--- config.mk ---
export PLATFORM = sky130hd
export DESIGN_NAME = grey_10_check
export DESIGN_NICKNAME = d
export VERILOG_FILES = /design/src/rtl/grey_10_pkg.sv /design/src/rtl/grey_10_dec.sv /design/src/rtl/grey_10_check.sv
export SDC_FILE = /design/constraint.sdc
export NUM_CORES = 1
export LEC_CHECK = 0
export BUFFER_PORTS_ARGS = -buffer_cell sky130_fd_sc_hd__buf_2
export CAP_MARGIN = 10
export CELL_PAD_IN_SITES_DETAIL_PLACEMENT = 1
export CELL_PAD_IN_SITES_GLOBAL_PLACEMENT = 1
export CORE_ASPECT_RATIO = 0.9
export CORE_UTILIZATION = 41
export DETAILED_ROUTE_END_ITERATION = 8
export GPL_ROUTABILITY_DRIVEN = 0
export PLACE_DENSITY = 0.74
export SLEW_MARGIN = 30
export SYNTH_ARGS = -nofsm -noshare
export SYNTH_HDL_FRONTEND = slang
export SYNTH_HIERARCHICAL = 1
export SYNTH_SLANG_ARGS = --single-unit
--- constraint.sdc ---
create_clock -name i_clk -period 2.8 [get_ports i_clk]
set_input_delay 0.56 -clock i_clk [delete_from_list [all_inputs] [get_ports i_clk]]
set_output_delay 0.56 -clock i_clk [all_outputs]
set_load 0.01 [all_outputs]
--- src/rtl/grey_10_pkg.sv ---
// Shared definitions for the decade ring code: code table, digit width, checker states.
// The grey_10 counter and every consumer of its ring code use this one table.
package grey_10_pkg;

   localparam int DIGIT_W = 4;
   localparam int CODE_W  = 5;

   localparam logic [DIGIT_W-1:0] DIGIT_BAD  = 4'hF;
   localparam logic [DIGIT_W-1:0] DIGIT_LAST = 4'd9;

   localparam logic [CODE_W-1:0] CODE_0 = 5'b10001;
   localparam logic [CODE_W-1:0] CODE_1 = 5'b00001;
   localparam logic [CODE_W-1:0] CODE_2 = 5'b00011;
   localparam logic [CODE_W-1:0] CODE_3 = 5'b00010;
   localparam logic [CODE_W-1:0] CODE_4 = 5'b00110;
   localparam logic [CODE_W-1:0] CODE_5 = 5'b00100;
   localparam logic [CODE_W-1:0] CODE_6 = 5'b01100;
   localparam logic [CODE_W-1:0] CODE_7 = 5'b01000;
   localparam logic [CODE_W-1:0] CODE_8 = 5'b11000;
   localparam logic [CODE_W-1:0] CODE_9 = 5'b10000;

   localparam logic [CODE_W-1:0] CODE_TABLE [10] = '{
      CODE_0, CODE_1, CODE_2, CODE_3, CODE_4,
      CODE_5, CODE_6, CODE_7, CODE_8, CODE_9
   };

   typedef enum logic [1:0] {
      UNLOCKED = 2'd0,
      LOCKING  = 2'd1,
      LOCKED   = 2'd2
   } state_t;

   function automatic logic [DIGIT_W-1:0] digit_succ(input logic [DIGIT_W-1:0] digit);
      return (digit == DIGIT_LAST) ? '0 : digit + 4'd1;
   endfunction

endpackage

--- src/rtl/grey_10_dec.sv ---
// Combinational ring-code decoder: reports whether a code is one of the ten legal
// codes and, if so, its binary digit (DIGIT_BAD otherwise).
module grey_10_dec
   import grey_10_pkg::*;
(
   input  logic [CODE_W-1:0]  code,
   output logic               legal,
   output logic [DIGIT_W-1:0] digit
);

   always_comb begin
      legal = 1'b1;
      digit = DIGIT_BAD;
      case (code)
         CODE_0:  digit = 4'd0;
         CODE_1:  digit = 4'd1;
         CODE_2:  digit = 4'd2;
         CODE_3:  digit = 4'd3;
         CODE_4:  digit = 4'd4;
         CODE_5:  digit = 4'd5;
         CODE_6:  digit = 4'd6;
         CODE_7:  digit = 4'd7;
         CODE_8:  digit = 4'd8;
         CODE_9:  digit = 4'd9;
         default: legal = 1'b0;
      endcase
   end

endmodule

--- src/rtl/grey_10_check.sv ---
// Checker for the grey_10 decade ring code: decodes each sample, tracks the
// expected successor and declares lock after pLOCK_CNT consecutive advances.
//
//   state    | meaning
//   UNLOCKED | no reference digit held (after reset or an illegal code)
//   LOCKING  | reference held, counting consecutive advances toward pLOCK_CNT
//   LOCKED   | pLOCK_CNT advances seen; holds and advances keep lock
module grey_10_check
   import grey_10_pkg::*;
#(
   parameter int pLOCK_CNT = 4
)(
   input  logic               i_clk,
   input  logic               i_rst_n,
   input  logic [CODE_W-1:0]  i_code,
   input  logic               i_valid,
   output logic [DIGIT_W-1:0] o_digit,
   output logic               o_valid,
   output logic               o_carry,
   output logic               o_err_code,
   output logic               o_err_seq,
   output logic               o_locked,
   output logic [7:0]         o_err_cnt
);

   localparam logic [3:0] LOCK_TGT = 4'(pLOCK_CNT);

   state_t             state;
   logic               ref_valid;
   logic [DIGIT_W-1:0] ref_digit;
   logic [3:0]         lock_cnt;

   logic               dec_legal;
   logic [DIGIT_W-1:0] dec_digit;
   logic               is_hold;
   logic               is_adv;
   logic               is_seq;
   logic               err_hit;

   grey_10_dec u_dec (
      .code  (i_code),
      .legal (dec_legal),
      .digit (dec_digit)
   );

   always_comb begin
      is_hold = ref_valid && (dec_digit == ref_digit);
      is_adv  = ref_valid && (dec_digit == digit_succ(ref_digit));
      is_seq  = dec_legal && ref_valid && !is_hold && !is_adv;
      err_hit = !dec_legal || is_seq;
   end

   always_ff @(posedge i_clk) begin
      if (!i_rst_n) begin
         state      <= UNLOCKED;
         ref_valid  <= 1'b0;
         ref_digit  <= '0;
         lock_cnt   <= '0;
         o_digit    <= '0;
         o_valid    <= 1'b0;
         o_carry    <= 1'b0;
         o_err_code <= 1'b0;
         o_err_seq  <= 1'b0;
         o_locked   <= 1'b0;
         o_err_cnt  <= '0;
      end else begin
         o_valid    <= i_valid;
         o_carry    <= 1'b0;
         o_err_code <= 1'b0;
         o_err_seq  <= 1'b0;
         if (i_valid) begin
            if (!dec_legal) begin
               o_digit    <= DIGIT_BAD;
               o_err_code <= 1'b1;
               ref_valid  <= 1'b0;
               ref_digit  <= '0;
               lock_cnt   <= '0;
               state      <= UNLOCKED;
               o_locked   <= 1'b0;
            end else begin
               o_digit   <= dec_digit;
               ref_valid <= 1'b1;
               ref_digit <= dec_digit;
               if (!ref_valid) begin
                  lock_cnt <= '0;
                  state    <= LOCKING;
                  o_locked <= 1'b0;
               end else if (is_adv) begin
                  o_carry <= (ref_digit == DIGIT_LAST);
                  // once locked the count rests at the target, so it never exceeds it
                  if (state != LOCKED) begin
                     lock_cnt <= lock_cnt + 4'd1;
                     if (lock_cnt + 4'd1 == LOCK_TGT) begin
                        state    <= LOCKED;
                        o_locked <= 1'b1;
                     end else begin
                        state    <= LOCKING;
                     end
                  end
               end else if (is_seq) begin
                  o_err_seq <= 1'b1;
                  lock_cnt  <= '0;
                  state     <= LOCKING;
                  o_locked  <= 1'b0;
               end
            end
            if (err_hit && (o_err_cnt != 8'hFF))
               o_err_cnt <= o_err_cnt + 8'd1;
         end
      end
   end

endmodule

Yosys cells after proc, flatten, opt, wreduce, memory -nomap -nowiden
Index checks and enable logic that the tools add are counted.

Output and inout bits: 17. Bits of input ports: 8. Bits in registers: 28. Word-level logic and storage cells: 79.

Add/subtract/negate cells: 3. Bitwise operators: 4. Mux-type cells: 25. Reductions and logical operators: 17. Equality and inequality tests: 19.

Operators with widths (count): 4-bit one-hot mux with 10 select lines (1); 4-bit 2-to-1 mux (8); 5-bit equality test, second input constant (3); 2-bit 2-to-1 mux (6); 5-bit by 2-bit equality test with 1-bit output, second input constant (2); 5-bit by 3-bit equality test with 1-bit output, second input constant (2); 5-bit by 4-bit equality test with 1-bit output, second input constant (2); 1-bit 2-to-1 mux (10); 10-bit OR reduction (1); 4-bit by 1-bit adder with 4-bit output, second input constant (2); 8-bit by 1-bit adder with 8-bit output, second input constant (1); 4-bit equality test (2); 4-bit by 3-bit inequality test with 1-bit output, second input constant (2); 8-bit inequality test, second input constant (1); 1-bit logical AND (6); 5-bit by 1-bit equality test with 1-bit output, second input constant (1); 5-bit AND reduction (1); 5-bit OR reduction (1); 4-bit by 3-bit equality test with 1-bit output, second input constant (1); 4-bit equality test, second input constant (1); 4-bit by 2-bit inequality test with 1-bit output, second input constant (1); 1-bit inverter (4); 2-bit AND reduction (2); 4-bit AND reduction (1); other kinds (4) (6).

Logic depth before layout (Yosys ltp)
Word-level depth: 11. Depth in mapped cells: 12. Mapped depth without buffers: 10.

Cells and area by module
The synthesis kept the hierarchy.

Modules (own cells, without submodules): grey_10_check (area each 1371.3 um^2, cells each 159, sequential area each 560.5 um^2, instances 1); grey_10_dec (area each 167.7 um^2, cells each 26, sequential area each 0.0 um^2, instances 1).

Least setup slack after synthesis
OpenSTA, ideal clock, no wires.

Path type: input port to flip-flop. From: input port i_code[0]. To: register o_err_cnt[4]. Cell stages on the path: 12. Buffers on the path: 2. Required time: 2.729 ns. Arrival time: 2.475 ns. Slack: 0.254 ns. Library setup time: 0.071 ns. Cells stage by stage: buf_2 > nand2b_1 > o21ai_0 > o21ai_0 > xnor2_1 > xnor2_1 > o22ai_2 > o2111ai_4 > a21oi_4 > buf_6 > or3_1 > a21oi_1.

Word-level cells in the longest chain between the ends: 10. Elaborated cells between the ends (all ways): 26. Those cells by class: eq/ne: 12; mux: 2; reduce/logical: 12.

Ends and longest elaborated chain: start: declaration (RTL line grey_10_check.sv:15) `input logic [CODE_W-1:0] i_code,`; 5-bit equality test (tied with other cells) (RTL line grey_10_dec.sv:14) `case (code)`; 4-bit one-hot mux with 10 select lines (*) (RTL line grey_10_dec.sv:14); via dec_digit[2] (RTL line grey_10_check.sv:34) `logic [DIGIT_W-1:0] dec_digit;`; 4-bit equality test (RTL line grey_10_check.sv:47) `is_hold = ref_valid && (dec_digit == ref_digit);`; 1-bit logical AND (RTL line grey_10_check.sv:47); 1-bit zero test (RTL line grey_10_check.sv:49) `is_seq = dec_legal && ref_valid && !is_hold && !is_adv;`; 1-bit logical AND (RTL line grey_10_check.sv:49); 1-bit logical AND (*) (RTL line grey_10_check.sv:49); 1-bit logical OR (*) (RTL line grey_10_check.sv:50) `err_hit = !dec_legal || is_seq;`; 1-bit logical AND (*) (RTL line grey_10_check.sv:107) `if (err_hit && (o_err_cnt != 8'hFF))`; 2-bit AND reduction (no line) (*); end signal: assignment (RTL line grey_10_check.sv:108) `o_err_cnt <= o_err_cnt + 8'd1;`; end: declaration (RTL line grey_10_check.sv:23) `output logic [7:0] o_err_cnt`.

Mark *: on every way through the listed nets, which the timed path passes. The rest lies on a longest branch. A chain may end at the register's enable or synchronous reset.

Worst setup path in the final report
From: input port i_code[2]. To: register o_err_cnt[5].

The elaborated chain is that of the path after synthesis.

==> impl_metrics.py <==
metrics = {
    "setup_path": {
        "crit_fanout": 14,
        "rr_startpoint": "ref_digit[1]",
        "crit_end": "o_err_cnt[5]",
        "crit_start": "i_code[2]",
        "cp-start-kind": "input port",
        "worstRegToRegCells": 7,
        "crit_type": "in2reg",
        "r2r_end": "o_err_cnt[5]",
        "end_kind": "flip-flop",
        "cp.required_ns": 3.00,
        "crit_arrival_ns": 2.77,
        "reg2reg_slack_ns": 0.67,
    },
    "drt": {
        "drt_wl_total_um": 3960,
        "vias": 1449,
        "first_iter_violations": 71,
        "avgRoutedWirePerCell_um": 15.6,
        "dr.pass1.iters": 4,
        "viasPerCell": 5.70,
        "drc": 0,
        "drtAntennaViolNets": 0,
    },
    "floorplan": {
        "start_util_pct": 44.2,
        "rows": 20,
        "coreArea_sq_um": 3480,
        "num_io_pins": 25,
        "die_h_um": 60.1,
        "die-area_sq_um": 4000,
        "die_w_um": 66.6,
    },
    "finish": {
        "fin_nets": 222,
        "diodes": 0,
        "layout.cells.non_filler": 254,
        "syn_to_final_growth_pct": 14.2,
        "drive_gt1_share_pct": 21.4,
    },
    "min_path": {
        "hp-class": "reg2reg",
    },
    "timing": {
        "skew_ns": 0.0111,
        "slew_headroom_pct": 65.7,
        "fin_ws_ns": 0.227,
        "hold_viol_final": 0,
        "clock.fmax_mhz": 389,
        "period_share_pct": 91.9,
        "slew_viol_final": 0,
        "tightest_slew_ns": 0.513,
        "period_minus_slack_ns": 2.57,
        "rsz0062_at_grt": "false",
        "tns_ns": 0,
        "setup_viol": 0,
    },
    "pwr": {
        "power.density_nw_per_um2": 446,
        "p_switching_mw": 0.219,
        "power.internal_mw": 0.565,
        "p_comb_share_pct": 17.3,
        "seq_power_share_pct": 54.4,
        "p_clk_share_pct": 28.3,
        "swShare_pct": 27.9,
        "ir_drop_mv": 0.340,
        "power_leakage_nw": 0.654,
    },
    "placement": {
        "placed_cells": 251,
        "place_ws_ns": -0.0432,
        "dp_hpwl_um": 2920,
        "io_buffers": 24,
    },
    "global_route": {
        "grt_pass1_vias": 1399,
        "grt-ovfl-total": 0,
        "antenna_found_initial": 0,
        "groute.usage.overall_pct": 21.7,
        "grt_max_degree": 18,
        "grt_pass1_wl_um": 6620,
    },
    "clock_network": {
        "insertion_delay_ns": 0.28,
        "ctsResizeCount": 0,
        "clk_path_buf_depth": 2,
        "htree_levels": 1,
        "cts_buffers": 3,
        "cts-hold-fix-buffers": 0,
        "root_buffer": "clkbuf_8",
        "postCtsSetupBuffers": 0,
        "tritoncts": "yes",
        "path_clk_slew_ns": 0.10,
        "cts_sinks": 28,
    },
    "synth": {
        "synth_top_area_share_pct": 36.4,
        "async_flop_share_pct": 0,
        "synth.most_common_cell": "dfxtp_1",
        "avgSynthCellArea_sq_um": 8.32,
        "ys_warn_count": 6,
        "synthCells": 185,
        "synth_area_leaders": "dfxtp_1, a21oi_1, nand2_1",
        "ys_types": 43,
        "yosysTopAreaCell": "dfxtp_1",
        "syn_area_sq_um": 1540,
        "synth-edff-count": 0,
        "ys_seq_area_share_pct": 36.4,
        "synthFlopType": "dfxtp_1",
        "syn-num-nets": 195,
        "ys_ff_latch": 28,
        "synthTopCellsByCount": "dfxtp_1, nand2_1, nor2_1, a21oi_1, nand3_1",
    },
    "run_status": {
        "status": "completed",
    },
    "flow_run": {
        "drv_cap": 0,
    },
}
-- metal layers --
| layer | part of all wire [%] | global-route usage (%) | vias to the layer above |
|---|---|---|---|
| met3 | 3.8 | 4.20 | 2 |
| met2 | 47 | 37.1 | 34 |
| met1 | 49 | 29.0 | 703 |
| met5 | 0 | 0 | - |
| li1 | - | - | 710 |
| met4 | 0.30 | 2.74 | 0 |
-- worst max-delay path, stage by stage --
cell and delay (ns):
buf_2 0.15, or2_4 0.28, a22oi_1 0.21, o32a_2 0.27, xnor2_1 0.08, nand4_1 0.14
nand2_1 0.07, nor2_1 0.21, a21oi_4 0.15, or4_1 0.48, a21oi_1 0.17
-- metrics by stage --
| stage | power, mW | instance area (sq um) | utilization (%) | hold slack (ns) |
|---|---|---|---|---|
| 3_3_place_gp | 0.560 | 1720 | 49.4 | 0.452 |
| 4_1_cts | 0.795 | 1760 | 50.5 | 0.483 |
| 3_5_place_dp | 0.570 | 1720 | 49.4 | 0.465 |
| 6_report | 0.784 | 1760 | 50.5 | 0.479 |
| 2_1_floorplan | 0.527 | 1540 | - | 0.440 |
| 5_1_grt | 0.823 | 1760 | 50.5 | 0.507 |
-- power groups by stage --
stage / clock network, mW / registers [mW] / logic [mW]
CTS: 0.233 / 0.427 / 0.136
detailed placement: 0 / 0.436 / 0.134
global route: 0.247 / 0.429 / 0.148
floorplan: 0 / 0.437 / 0.0900
global placement: 0 / 0.434 / 0.126
finish: 0.222 / 0.427 / 0.136
-- cell type report --
cell class              instances  area [sq um]
clock buffers                   3          41.3
fillers                       449          1720
inverters                       5          18.8
multi-input cells             143           910
flip-flops and latches         28           561
well taps                      44          55.1
repair buffers                 31           173
-- state kept, by name, indices dropped and copies added (netlist names), 2 cells and up --
signal     flops
lock_cnt       4
o_digit        4
o_err_cnt      8
ref_digit      4
state          2
-- cell families after synthesis --
| family | after synthesis | synth area share, % |
|---|---|---|
| AOI/OAI and AO/OA | 50 | 23.7 |
| xor gates and xnor gates | 9 | 5.12 |
| adders and majority gates | 2 | 1.63 |
| buffers and inverters | 14 | 4.47 |
| DFF | 28 | 36.4 |
| muxes | 1 | 0.650 |
| and+or+nand+nor | 81 | 28.0 |
-- placed cells by master, fill, tap and decap left out, types with 2 or more instances in the layout --
cell,n
o21ai_0,9
nor4_1,2
or3_1,4
clkbuf_8,3
nor2b_1,3
or4_1,3
ha_1,2
xor2_1,3
nand3_1,12
inv_1,5
o221a_2,2
nand2b_1,6
xnor2_1,6
nor2_1,14
nand2_1,17
o22ai_1,6
o21a_1,3
dfxtp_1,28
nand3b_1,2
buf_2,24
o31ai_1,3
or2b_1,6
a32oi_1,2
a21oi_1,13
nand4_1,3
buf_4,7
and2_1,2
nor3_1,3
a21boi_0,3
-- worst min-delay path by stage --
stage,to,slack (ns),start,cells after the start
2_1_floorplan,state[0],0.44,state[0],2
6_report,state[1],0.48,state[1],2
3_3_place_gp,state[0],0.45,state[0],2
4_1_cts,state[1],0.48,state[1],2
3_5_place_dp,state[0],0.46,state[0],2
5_1_grt,state[1],0.51,state[1],2
No activity file was read; power rests on OpenSTA's default activity.
